<file path="config.mk">
export PLATFORM = sky130hd
export DESIGN_NAME = v_tile_result_router
export DESIGN_NICKNAME = d
export VERILOG_FILES = /design/src/rtl/v_tile_result_router.sv
export SDC_FILE = /design/constraint.sdc
export NUM_CORES = 1
export LEC_CHECK = 0
export CAP_MARGIN = 20
export CORE_MARGIN = 2
export CORE_UTILIZATION = 56
export DETAILED_ROUTE_END_ITERATION = 7
export MAX_ROUTING_LAYER = met4
export PLACE_DENSITY = 0.8
export SLEW_MARGIN = 5
export SYNTH_ARGS = -nofsm -noshare
export SYNTH_HDL_FRONTEND = slang
export SYNTH_SLANG_ARGS = --single-unit
export TNS_END_PERCENT = 1
</file>
<file path="constraint.sdc">
create_clock -name clk -period 3.7 [get_ports clk]
set_clock_uncertainty 0.05 [all_clocks]
set_input_delay 1.11 -clock clk [delete_from_list [all_inputs] [get_ports clk]]
set_output_delay 1.11 -clock clk [all_outputs]
set_load 0.01 [all_outputs]
</file>
<file path="src/rtl/v_tile_result_router.sv">
// Result router behind v_tile: buffers tagged result vectors in a FIFO and
// forwards each head entry to one, all or none of the neighbouring tiles.

module v_tile_result_router_port (
    input  logic clk,
    input  logic reset,
    input  logic start,
    input  logic target,
    input  logic ack,
    output logic en,
    output logic done_next
);
    logic done;

    // A non-targeted port counts as done from the start of the transfer.
    always_ff @(posedge clk or negedge reset) begin
        if (!reset) begin
            en   <= 1'b0;
            done <= 1'b0;
        end else if (start) begin
            en   <= target;
            done <= !target;
        end else if (en && ack) begin
            en   <= 1'b0;
            done <= 1'b1;
        end
    end

    assign done_next = done | (en & ack);
endmodule

module v_tile_result_router #(
    parameter int width      = 16,
    parameter int num_inputs = 4,
    parameter int depth      = 4,
    parameter int num_dests  = 4
) (
    input  logic                                clk,
    input  logic                                reset,
    input  logic [num_inputs-1:0][width-1:0]    adder_outputs,
    input  logic [3:0]                          dest_info,
    input  logic                                adder_ack,
    output logic                                res_rdy,
    output logic [num_inputs-1:0][width-1:0]    w_data_out,
    output logic [num_dests-1:0]                write_en,
    input  logic [num_dests-1:0]                write_rdy,
    input  logic [num_dests-1:0]                write_ack,
    output logic [$clog2(depth):0]              occupancy,
    output logic                                route_err
);
    localparam int AW = $clog2(depth);
    localparam int CW = AW + 1;

    typedef struct packed {
        logic [num_inputs-1:0][width-1:0] data;
        logic [3:0]                       tag;
    } entry_t;

    typedef enum logic [1:0] {IDLE, WAIT_RDY, SEND} state_t;

    entry_t                 mem [depth];
    entry_t                 head;
    logic [AW-1:0]          wr_ptr, rd_ptr;
    logic                   push, pop, empty;
    logic [1:0]             idx;
    logic                   head_bad, head_discard;
    logic [num_dests-1:0]   head_mask, tmask, done_next;
    logic                   load, start;
    state_t                 state, state_nxt;

    assign res_rdy = occupancy != CW'(depth);
    assign empty   = occupancy == '0;
    assign push    = adder_ack && res_rdy;
    assign head    = mem[rd_ptr];

    always_ff @(posedge clk) begin
        if (push) mem[wr_ptr] <= '{data: adder_outputs, tag: dest_info};
    end

    always_ff @(posedge clk or negedge reset) begin
        if (!reset) begin
            wr_ptr    <= '0;
            rd_ptr    <= '0;
            occupancy <= '0;
        end else begin
            if (push) wr_ptr <= wr_ptr + AW'(1);
            if (pop)  rd_ptr <= rd_ptr + AW'(1);
            case ({push, pop})
                2'b10:   occupancy <= occupancy + CW'(1);
                2'b01:   occupancy <= occupancy - CW'(1);
                default: ;
            endcase
        end
    end

    // Discard bit dominates; an out-of-range unicast index degrades to discard.
    assign idx          = head.tag[1:0];
    assign head_bad     = !head.tag[3] && !head.tag[2] && (int'(idx) >= num_dests);
    assign head_discard = head.tag[3] || head_bad;
    assign head_mask    = head.tag[2] ? '1 : (num_dests'(1) << idx);

    always_ff @(posedge clk or negedge reset) begin
        if (!reset) state <= IDLE;
        else        state <= state_nxt;
    end

    always_comb begin
        state_nxt = state;
        pop       = 1'b0;
        load      = 1'b0;
        start     = 1'b0;
        case (state)
            IDLE: if (!empty) begin
                load = 1'b1;
                if (head_discard) pop = 1'b1;
                else              state_nxt = WAIT_RDY;
            end
            WAIT_RDY: if ((write_rdy & tmask) == tmask) begin
                start     = 1'b1;
                state_nxt = SEND;
            end
            SEND: if (&done_next) begin
                pop       = 1'b1;
                state_nxt = IDLE;
            end
            default: state_nxt = IDLE;
        endcase
    end

    always_ff @(posedge clk or negedge reset) begin
        if (!reset) begin
            w_data_out <= '0;
            tmask      <= '0;
            route_err  <= 1'b0;
        end else if (load) begin
            w_data_out <= head.data;
            tmask      <= head_mask;
            if (head_bad) route_err <= 1'b1;
        end
    end

    for (genvar d = 0; d < num_dests; d++) begin : g_port
        v_tile_result_router_port u_port (
            .clk       (clk),
            .reset     (reset),
            .start     (start),
            .target    (tmask[d]),
            .ack       (write_ack[d]),
            .en        (write_en[d]),
            .done_next (done_next[d])
        );
    end
endmodule

</file>
## Yosys cells after proc, flatten, opt, wreduce, memory -nomap -nowiden

Memories as Yosys holds them, arrays and structs flattened.
Index checks and enable logic that the tools add are counted.

- Add/sub/neg operators: 4
- Equal/unequal tests: 10
- Shift operators: 1
- Muxes and demuxes: 33
- Bitwise operators: 9
- Reduce and logical (&&, ||, !) cells: 18

Operators with widths:

| cell | count |
|---|---|
| $mux W1 | 25 |
| $reduce_bool A2 Y1 | 5 |
| $mux W2 | 4 |
| $ne A2 B2 Y1 const B | 4 |
| $reduce_and A4 Y1 | 2 |
| $pmux W2 S3 | 1 |
| $pmux W3 S2 | 1 |
| $logic_and A1 B1 Y1 | 5 |
| $add A2 B1 Y2 const B | 2 |
| $and A1 B1 Y1 | 4 |
| $and A4 B4 Y4 | 1 |
| $eq A2 B1 Y1 const B | 2 |
| $eq A2 B2 Y1 const B | 2 |
| $eq A4 B4 Y1 | 1 |
| $logic_not A1 Y1 | 4 |
| $mux W4 | 1 |
| $or A1 B1 Y1 | 4 |
| $shl A1 B2 Y4 const A | 1 |
| $add A3 B1 Y3 const B | 1 |
| $logic_not A3 Y1 | 1 |
| $ne A3 B3 Y1 const B | 1 |
| $sub A3 B1 Y3 const B | 1 |
| $logic_not A2 Y1 | 1 |
| $pmux W1 S2 | 1 |

- Flip-flop bits (word level): 85
- RAM bits: 272
- Input bits: 79
- Output and inout bits: 73
- Logic and storage cells: 93
- Memories: 1

Memory list:

| name | words | bits a word | read ports | clocked after Yosys merged registers in | wr ports | line | source |
|---|---|---|---|---|---|---|---|
| mem | 4 | 68 | 1 | 0 | 1 | 61 | `entry_t mem [depth];` |

## Logic depth before layout (Yosys ltp)

- Depth in word-level cells: 7
- Mapped depth: 10
- Gate-level depth less buffers: 10

## Hierarchy

Synthesis repeated with hierarchy kept, for this count alone.

- Cell total of the unflattened synthesis: 592
- Area total of the unflattened synthesis: 13212.7 um^2

By module, submodules not included:

| module | times used | cells an instance | area each (um^2) | seq. area each (um^2) |
|---|---|---|---|---|
| v_tile_result_router | 1 | 564 | 12892.4 | 10094.7 |
| v_tile_result_router_port | 4 | 7 | 80.1 | 50.0 |

## Worst setup path after synthesis

No wires, ideal clock.

- Path type: input -> register
- Start point: input adder_ack
- End point: memory mem[0][0] in the netlist's numbering (enable)
- Setup time: 0.434 ns
- Arrival time: 2.744 ns
- Required time: 3.216 ns
- Setup slack: 0.472 ns
- Stages: 1
- Buffers on the path: 0
- Path through: and3_1

- Word-level cells in the longest chain between the ends: 3

Ends and longest elaborated chain:

| element | line | source |
|---|---|---|
| start: declaration | 42 | `input logic adder_ack,` |
| $logic_and A1 B1 Y1 | 73 | `assign push = adder_ack && res_rdy;` |
| $mux W1 | 77 | `if (push) mem[wr_ptr] <= '{data: adder_outputs, tag: dest_info};` |
| $mux W1 (not written as such) | 77 |  |
| end: declaration | 61 |  |

No other way between the ends.

## Worst setup path after layout

- Start point: register occupancy[0]
- End point: output res_rdy

- Word-level cells in the longest chain between the ends: 1

Ends and longest elaborated chain:

| element | line | source |
|---|---|---|
| start: declaration | 48 | `output logic [$clog2(depth):0] occupancy,` |
| start signal: assignment | 89 | `2'b10: occupancy <= occupancy + CW'(1);` |
| start signal: assignment | 90 | `2'b01: occupancy <= occupancy - CW'(1);` |
| $ne A3 B3 Y1 | 71 | `assign res_rdy = occupancy != CW'(depth);` |
| end: declaration | 43 | `output logic res_rdy,` |

No other way between the ends.

==> results_dict.tcl <==
set metrics [dict create \
    endpoint_kind "output port" \
    ys_seq_area_share_pct 77.2 \
    fillers 1486 \
    ys_warn_count 0 \
    crit_fanout 6 \
    vias 6819 \
    clockBufferDepth 3 \
    grt_overflow_total 0 \
    leakagePower_nw 6.04 \
    cts_tree "done" \
    wl_per_cell_microns 20.4 \
    gp_congestion 0.767 \
    yosysMostFrequentCell "edfxtp_1" \
    worstMarginPinSlew_ns 0.915 \
    synth_top_area_cell "edfxtp_1" \
    instances_no_fill 1246 \
    dieArea_sq_um 25100 \
    syn_area_per_cell_sq_um 18.3 \
    synth_cell_type_count 39 \
    hp-class "flop to flop" \
    timing.fmax_ghz 0.333 \
    wl_microns 25400 \
    die_h_microns 158 \
    final_core_util_pct 70.1 \
    start_kind "flop" \
    cts_made_buffers 35 \
    drtIter0Drc 562 \
    yosys_register_bits 357 \
    cp.required_ns 2.54 \
    clock-root-buffer "clkbuf_16" \
    antenna_left 0 \
    start_util_pct 57.0 \
    dpl_worst_slack_ns 0.272 \
    postLayoutSetupSlackWorst_ns 0.700 \
    grt_pass1_vias 7229 \
    drtPass1Iterations 5 \
    cap_violations 0 \
    peakVddDrop_mv 0.555 \
    synth_ff_type "edfxtp_1" \
    grt_first_pass_wirelength_microns 39500 \
    syn_area_sq_um 13300 \
    route.detailed.drc 0 \
    synth_area_leaders "edfxtp_1 (61%), dfrtp_1 (16%), mux4_2 (11%)" \
    cts.sinks 357 \
    fin_nets 983 \
    powerDensity_nw_per_um2 848 \
    track_usage_pct 21.7 \
    numPortBuffers 150 \
    area_growth_pct 22.9 \
    io_pins 152 \
    cts_setup_buffers 0 \
    grt_max_degree 65 \
    via_per_inst 5.47 \
    hold_violations 0 \
    slew_viol_final 0 \
    ys_async_sr_fraction_pct 23.8 \
    slew-limit-headroom_pct 39.0 \
    fin_crit_ns 3.00 \
    yosys-top-cells-count "edfxtp_1 (272), nand2_1 (197), dfrtp_1 (85)" \
    hpwlAfterDp_microns 15200 \
    cts_resized 0 \
    setup_tns_ns 0 \
    setup_viol 0 \
    synth_edf_count 272 \
    path_class "flop to output port" \
    status "complete, no violations" \
    die_w_microns 158 \
    drive_gt1_share_pct 16.9 \
    htree_levels 2 \
    postSynthCellCount 731 \
    fin_crit_sh_pct 81.1 \
    grt_antenna_before_repair 2 \
    yosysTopAreaCellShare_pct 61.2 \
    dp_cells 1180 \
    hold_buffers 0 \
    multiInputGateArea_sq_um 2810 \
    core_sq_um 23400 \
    syn-num-nets 816 \
    rsz0062_at_grt "false" \
    clkLatencyLatePin_ns 0.51 \
    critPathArrivalTime_ns 1.84 \
    clkTransAtPathRegs_ns 0.06 \
    rows 56 \
    regArea_sq_um 10300 \
]
[cells in the final DEF (no fill, tap or decap), drive strengths merged, types with 2 or more instances in the layout]
cell           instances
edfxtp               272
nand2                197
clkdlybuf4s50        149
dfrtp                 85
mux4                  68
clkbuf                43
buf                   18
clkinv                15
inv                   10
nor2b                  9
a21oi                  8
mux2i                  5
ha                     5
mux2                   5
o21ai                  5
and3                   4
bufinv                 4
xor2                   3
xnor2                  3
diode                  2
nor3                   2
clkinvlp               2
[per-stage QoR]
stage	cell area [sq um]	hold slack [ns]	total power, mW
6_report	16400	0.420	13.9
3_5_place_dp	15300	0.412	10.5
3_3_place_gp	15300	0.410	10.4
4_1_cts	16400	0.428	14.1
5_1_grt	16400	0.443	14.7
2_1_floorplan	13300	0.409	8.78
[cells by family after synthesis]
family,Yosys count,synth area share [%]
AO/OA/AOI/OAI,17,0.797
XOR/XNOR,6,0.394
flip-flops,357,77.2
AND/OR/NAND/NOR,219,6.65
other,1,0.0281
multiplexers,78,12.4
buffers and inverters,47,1.97
adder cells (fa/ha/maj),6,0.619
[power breakdown]
part	total [mW]	switching, mW	internal (mW)
clock network	3.48	1.43	2.05
logic	4.44	2.30	2.14
registers	5.99	0.500	5.49
[flip-flops by register name, summed over array words and instances (netlist names)]
name                flops
g_port.u_port.done      4
g_port.u_port.en        4
mem                   272
occupancy               3
rd_ptr                  2
state                   2
tmask                   4
w_data_out             64
wr_ptr                  2
[routing by layer]
metal | global-route usage (%) | wire length, microns | vias up
met1 | 28.8 | 10600 | 3514
met2 | 35.6 | 13000 | 217
met3 | 3.81 | 1440 | 33
met4 | 5.53 | 404 | 0
li1 | - | - | 3055
met5 | - | 0 | -
[worst max-delay path, cell delays in order (launching register included)]
cell and delay (ns):
dfrtp_1 0.41, inv_1 0.10, nand3_1 0.23, clkdlybuf4s50_1 0.59
[path summary, 6_finish.rpt]
path / startpoint / endpoint / slack, ns / depth (start not counted)
setup reg to reg: rd_ptr[0] / occupancy[2] / 1.21 / 8
hold / removal: w_data_out[27] / w_data_out[27] / 0.42 / 2
min in group asynchronous: reset / w_data_out[29] / 0.63 / 1
max in group asynchronous: reset / w_data_out[37] / 2.21 / 2
hold reg to reg: w_data_out[27] / w_data_out[27] / 0.42 / 2
setup / recovery: occupancy[0] / res_rdy / 0.70 / 3
[layout make-up]
type                       instances  area share, %
clock inverter                    21           1.30
multi-input combinational        327           17.1
clock buffer                      43           5.58
sequential                       357           62.8
antenna                            2         0.0305
inverter                          10          0.237
tap                              319           2.43
timing repair buffer             167           10.5
(Power assumes the default switching activity.)
==> edit 1: new RTL, same settings <==
Reset style: synchronous (`reset`), changed in 4 clocked blocks.
--- a/src/rtl/v_tile_result_router.sv
+++ b/src/rtl/v_tile_result_router.sv
@@ -13,7 +13,7 @@
     logic done;
 
     // A non-targeted port counts as done from the start of the transfer.
-    always_ff @(posedge clk or negedge reset) begin
+    always_ff @(posedge clk) begin
         if (!reset) begin
             en   <= 1'b0;
             done <= 1'b0;
@@ -77,7 +77,7 @@
         if (push) mem[wr_ptr] <= '{data: adder_outputs, tag: dest_info};
     end
 
-    always_ff @(posedge clk or negedge reset) begin
+    always_ff @(posedge clk) begin
         if (!reset) begin
             wr_ptr    <= '0;
             rd_ptr    <= '0;
@@ -99,7 +99,7 @@
     assign head_discard = head.tag[3] || head_bad;
     assign head_mask    = head.tag[2] ? '1 : (num_dests'(1) << idx);
 
-    always_ff @(posedge clk or negedge reset) begin
+    always_ff @(posedge clk) begin
         if (!reset) state <= IDLE;
         else        state <= state_nxt;
     end
@@ -127,7 +127,7 @@
         endcase
     end
 
-    always_ff @(posedge clk or negedge reset) begin
+    always_ff @(posedge clk) begin
         if (!reset) begin
             w_data_out <= '0;
             tmask      <= '0;
Behaviour: differs if reset is asserted again (counterexample within 4 cycles, from zero or initial values and one cycle with reset low); with reset held inactive, the same outputs for 4 cycles.
==> edit 1 against the unedited design <==
- synthesized cell count grew 4.9%
- design area grew 0.43%
- clock power rose by 9.5%
- via count grew 2.6%
- setup slack lost 270 ps
- highest routed layer unchanged
- area after synthesis is 0.31% lower
- count of clock-buffer cells in the layout rose by 5
- routed wire length up 1.8%
- power decreased by 9.3%
- sequential cell count increased by 2
==> edit 1: results (changes against the unedited design) <==
The run finished with clean final reports. The post-placement cell count is 1211 (+2.6%). The top fanout value on the critical path is 3 (-3). The final non-filler cell total came to 1282 (+2.9%). The class of the most critical hold timing path is reg -> reg. The length of the first detailed-routing pass in iterations was 4 (-1). The count of final max-slew check failures is 0 (unchanged). The data arrival time of the critical path is 3660 ps (+1820 ps). The area of placed instances came out at 15200 sq um (-0.33%). In the synthesized netlist, the cells that appear most often are sky130_fd_sc_hd__edfxtp_1 (272), sky130_fd_sc_hd__nand2_1 (133), sky130_fd_sc_hd__dfxtp_1 (87). The overall routing resource usage is 21.9% (+0.20 points).

The weighted congestion at the end of routability-driven global placement came out at 0.729 (-4.9%). The transition time at the pin with the least slew margin came out at 986 ps (+71.0 ps). The post-synth net total came out at 852 (+4.4%). In the final layout, the registers with the most flip-flops are mem (272), w_data_out (64). The sequential cell area fraction in the yosys report came to 74.5% (-2.7 points). The largest net degree at the start of global routing was 70 (+7.7%). The number of global-route vias before repair came out at 7290 (+0.84%).

The total leakage power came out at 5.38 nW (-11%). The compound-gate portion of the synthesized area was 5.22% (+4.4 points). The unique cell type count in the Yosys netlist came out at 40 (+2.6%). The mean routed wirelength per cell is 20.2 microns (-1.0%). The share of synthesized registers carrying an async set or reset came out at 0% (-24 points). The wire length of the first global-routing pass came out at 40100 microns (+1.5%). The peak per-stage delay on the critical path came out at 480 ps (-110 ps).

The number of fill cells was 1511 (+1.7%). The number of vias per cell after detailed routing is 5.46 (-0.26%). The number of clock buffers inserted by TritonCTS is 36 (+2.9%). The final layout net count is 1015 (+3.3%). The half-perimeter wire length after placement came out at 15000 microns (-1.4%). By area the synthesized netlist is led by sky130_fd_sc_hd__edfxtp_1 (61%), sky130_fd_sc_hd__dfxtp_1 (13%), sky130_fd_sc_hd__mux4_2 (12%), sky130_fd_sc_hd__a21boi_0 (3.9%), sky130_fd_sc_hd__nand2_1 (3.8%).

The synthesized-area fraction occupied by xor and xnor cells came out at 0.198% (-0.20 points). The number of DRC markers in iteration 0 is 450 (-20%). The initial antenna violation count came out at 6 (+4). The gate count after technology mapping is 767 (+4.9%). The proportion of synthesized area in mux cells was 11.6% (-0.80 points).

Among cell families on the critical path, the largest total delay comes from simple AND/OR/NAND/NOR gates. The worst-case vdd ir drop is 0.000543 V (-2.2%). The layout cell share with drive strength beyond 1 is 15.5% (-1.4 points). The fraction of the mapped netlist area in adder cells is 0.621% (+0.0019 points).
-- edit 1: cell type report --
class | count | area (sq um) | share of cell area (%)
Clock inverter | 17 | 263 | 1.60
Sequential cell | 359 | 9920 | 60.2
Clock buffer | 48 | 977 | 5.93
Multi-Input combinational cell | 357 | 3170 | 19.3
Timing Repair Buffer | 169 | 1700 | 10.3
Tap cell | 319 | 399 | 2.42
Inverter | 7 | 26.3 | 0.160
Antenna cell | 6 | 15.0 | 0.0912
-- edit 1: through the flow --
step	worst slack [ps]	hold WS [ps]	util [%]	TNS [ps]
global route	323	435	70.4	0
CTS	462	415	70.3	0
floorplan	472	395	-	0
global placement	-4.84	393	65.0	-4.84
finish	430	408	70.4	0
detailed placement	-49.3	406	65.0	-49.3
-- edit 1: per-layer routing --
layer | up-vias | GRT usage [%] | share of wire, %
li1 | 3253 | - | -
met1 | 3476 | 28.7 | 42
met4 | 0 | 6.82 | 2.4
met5 | - | - | 0
met2 | 229 | 34.7 | 49
met3 | 40 | 4.98 | 6.4
-- edit 1: final timing paths --
check / slack [ps] / to / startpoint / cells past startpoint
hold / removal: 410 / w_data_out[31] / w_data_out[31] / 2
setup / recovery: 430 / occupancy[2] / write_ack[1] / 11
hold reg to reg: 410 / w_data_out[31] / w_data_out[31] / 2
setup reg to reg: 1070 / occupancy[2] / flop / 8
-- edit 1: power breakdown --
group / switching, mW / internal [mW] / leakage (nW) / total, mW
clock network: 1.46 / 2.35 / 0.605 / 3.81
logic: 1.71 / 1.64 / 1.57 / 3.34
registers: 0.377 / 5.09 / 3.21 / 5.46
total: 3.54 / 9.07 / 5.38 / 12.6
==> edit 2: new RTL, same flow settings <==
Without the edit above. Change the parameter `width` from 16 to 32.
--- a/src/rtl/v_tile_result_router.sv
+++ b/src/rtl/v_tile_result_router.sv
@@ -30,7 +30,7 @@
 endmodule
 
 module v_tile_result_router #(
-    parameter int width      = 16,
+    parameter int width      = 32,
     parameter int num_inputs = 4,
     parameter int depth      = 4,
     parameter int num_dests  = 4
Interface: changed (resized adder_outputs and w_data_out); port bits go from 152 to 280. No check against the original RTL was run, so the function may have changed too.
==> edit 2 against the unedited design <==
- synthesized cell count is 83% higher
- sequential cell count up 320
- maximum frequency is 4.8% lower
- area after synthesis up 87%
- power is 88% higher
- cell count up 84%
- setup slack got worse by 150 ps
- design area increased by 87%
- routed wire length up 100%
- global-route usage up 1.7 points
- count of clock-buffer cells in the layout grew 56
- largest cell class unchanged
==> edit 2: results (changes against the unedited design) <==
The worst-case vdd ir drop was 0.00101 V (+83%). The mean routed wirelength per cell came to 22.5 microns (+10%). The time the worst path needs with I/O delays and setup came to 3150 ps (+152 ps). The overall routing resource usage is 23.4% (+1.7 points). The post-synth net total came out at 1484 (+82%). The detailed-route via count is 12700 (+87%). The sequential cell area fraction in the yosys report was 78.4% (+1.3 points). The number of vias per cell after detailed routing is 5.54 (+1.2%). The initial antenna violation count came to 11 (+9). The number of clock buffers inserted by TritonCTS is 68 (+94%). The run finished with clean final reports. The maximum level of the CTS H-tree came out at 3 (+1).

The worst hold path begins at w_data_out[120]. The wire length of the first global-routing pass came out at 78700 microns (+99%). The length in cells of the worst reg-to-reg path was 5 (-3).

The number of DRC markers in iteration 0 is 1111 (+98%). The commonest cells after synthesis are sky130_fd_sc_hd__edfxtp_1 (528), sky130_fd_sc_hd__nand2_1 (389), sky130_fd_sc_hd__dfrtp_1 (149). The proportion of synthesized area in mux cells came to 12.4% (about the same). The number of global-route vias before repair came out at 13500 (+86%). The later-pin clock latency in the skew report is 570 ps (+60 ps).

The gate count after technology mapping is 1335 (+83%). The fraction of the mapped netlist area in adder cells was 0.331% (-0.29 points). The largest registers in the layout are mem (528), w_data_out (128).

The reg-to-reg endpoint is w_data_out[52]. The weighted congestion at the end of routability-driven global placement came to 0.803 (+4.6%). The count of input and output buffers came out at 278 (+85%).

The compound-gate portion of the synthesized area is 0.426% (-0.37 points). The largest net degree at the start of global routing is 133 (+100%).
edit 2: cell types whose count changed after synthesis, sizes merged:
cell      delta
inv          +3
buf         +23
edfxtp     +256
nand2      +192
mux4        +64
clkinvlp     -1
clkbuf       +5
clkinv       -2
dfrtp       +64
edit 2: layout make-up:
cell class | count | share of cell area, %
sequential | 677 | 63.9
multi-input combinational | 583 | 16.2
timing repair buffer | 301 | 10.1
clock buffer | 99 | 6.50
tap | 592 | 2.42
clock inverter | 23 | 0.551
inverter | 10 | 0.123
antenna | 11 | 0.0898
edit 2: stage by stage:
stage	TNS [ps]	utilization [%]
3_5_place_dp	0	64.5
5_1_grt	0	69.4
4_1_cts	0	69.4
6_report	0	69.4
2_1_floorplan	-411540	-
3_3_place_gp	0	64.5
edit 2: logic make-up after synthesis:
group	count (synthesis)
buffers and inverters	75
other	1
AO/OA/AOI/OAI	17
flip-flops	677
adder cells (fa/ha/maj)	6
AND/OR/NAND/NOR	411
XOR/XNOR	6
multiplexers	142
edit 2: tightest hold or removal path: stages (launching register included):
cell and delay [ps]:
sky130_fd_sc_hd__dfrtp_1 340, sky130_fd_sc_hd__nand2_1 50, sky130_fd_sc_hd__nand2_1 50
edit 2: metal layers:
layer  vias to the layer above  share of wire [%]  wire, microns  global-route usage (%)
met5                         -                  0              0                       -
met4                         0                2.8           1440                    8.55
met3                        90                7.0           3590                    5.17
met2                       435                 50          25600                    36.5
met1                      6552                 41          21000                    30.7
li1                       5641                  -              -                       -
edit 2: report_power, final:
part           internal, mW  total (mW)  leakage [nW]  switching [mW]
registers              10.4        11.2          6.65           0.793
logic                  3.86        8.39          3.48            4.53
clock network          3.88        6.57          1.05            2.69
total                  18.1        26.1          11.2            8.01
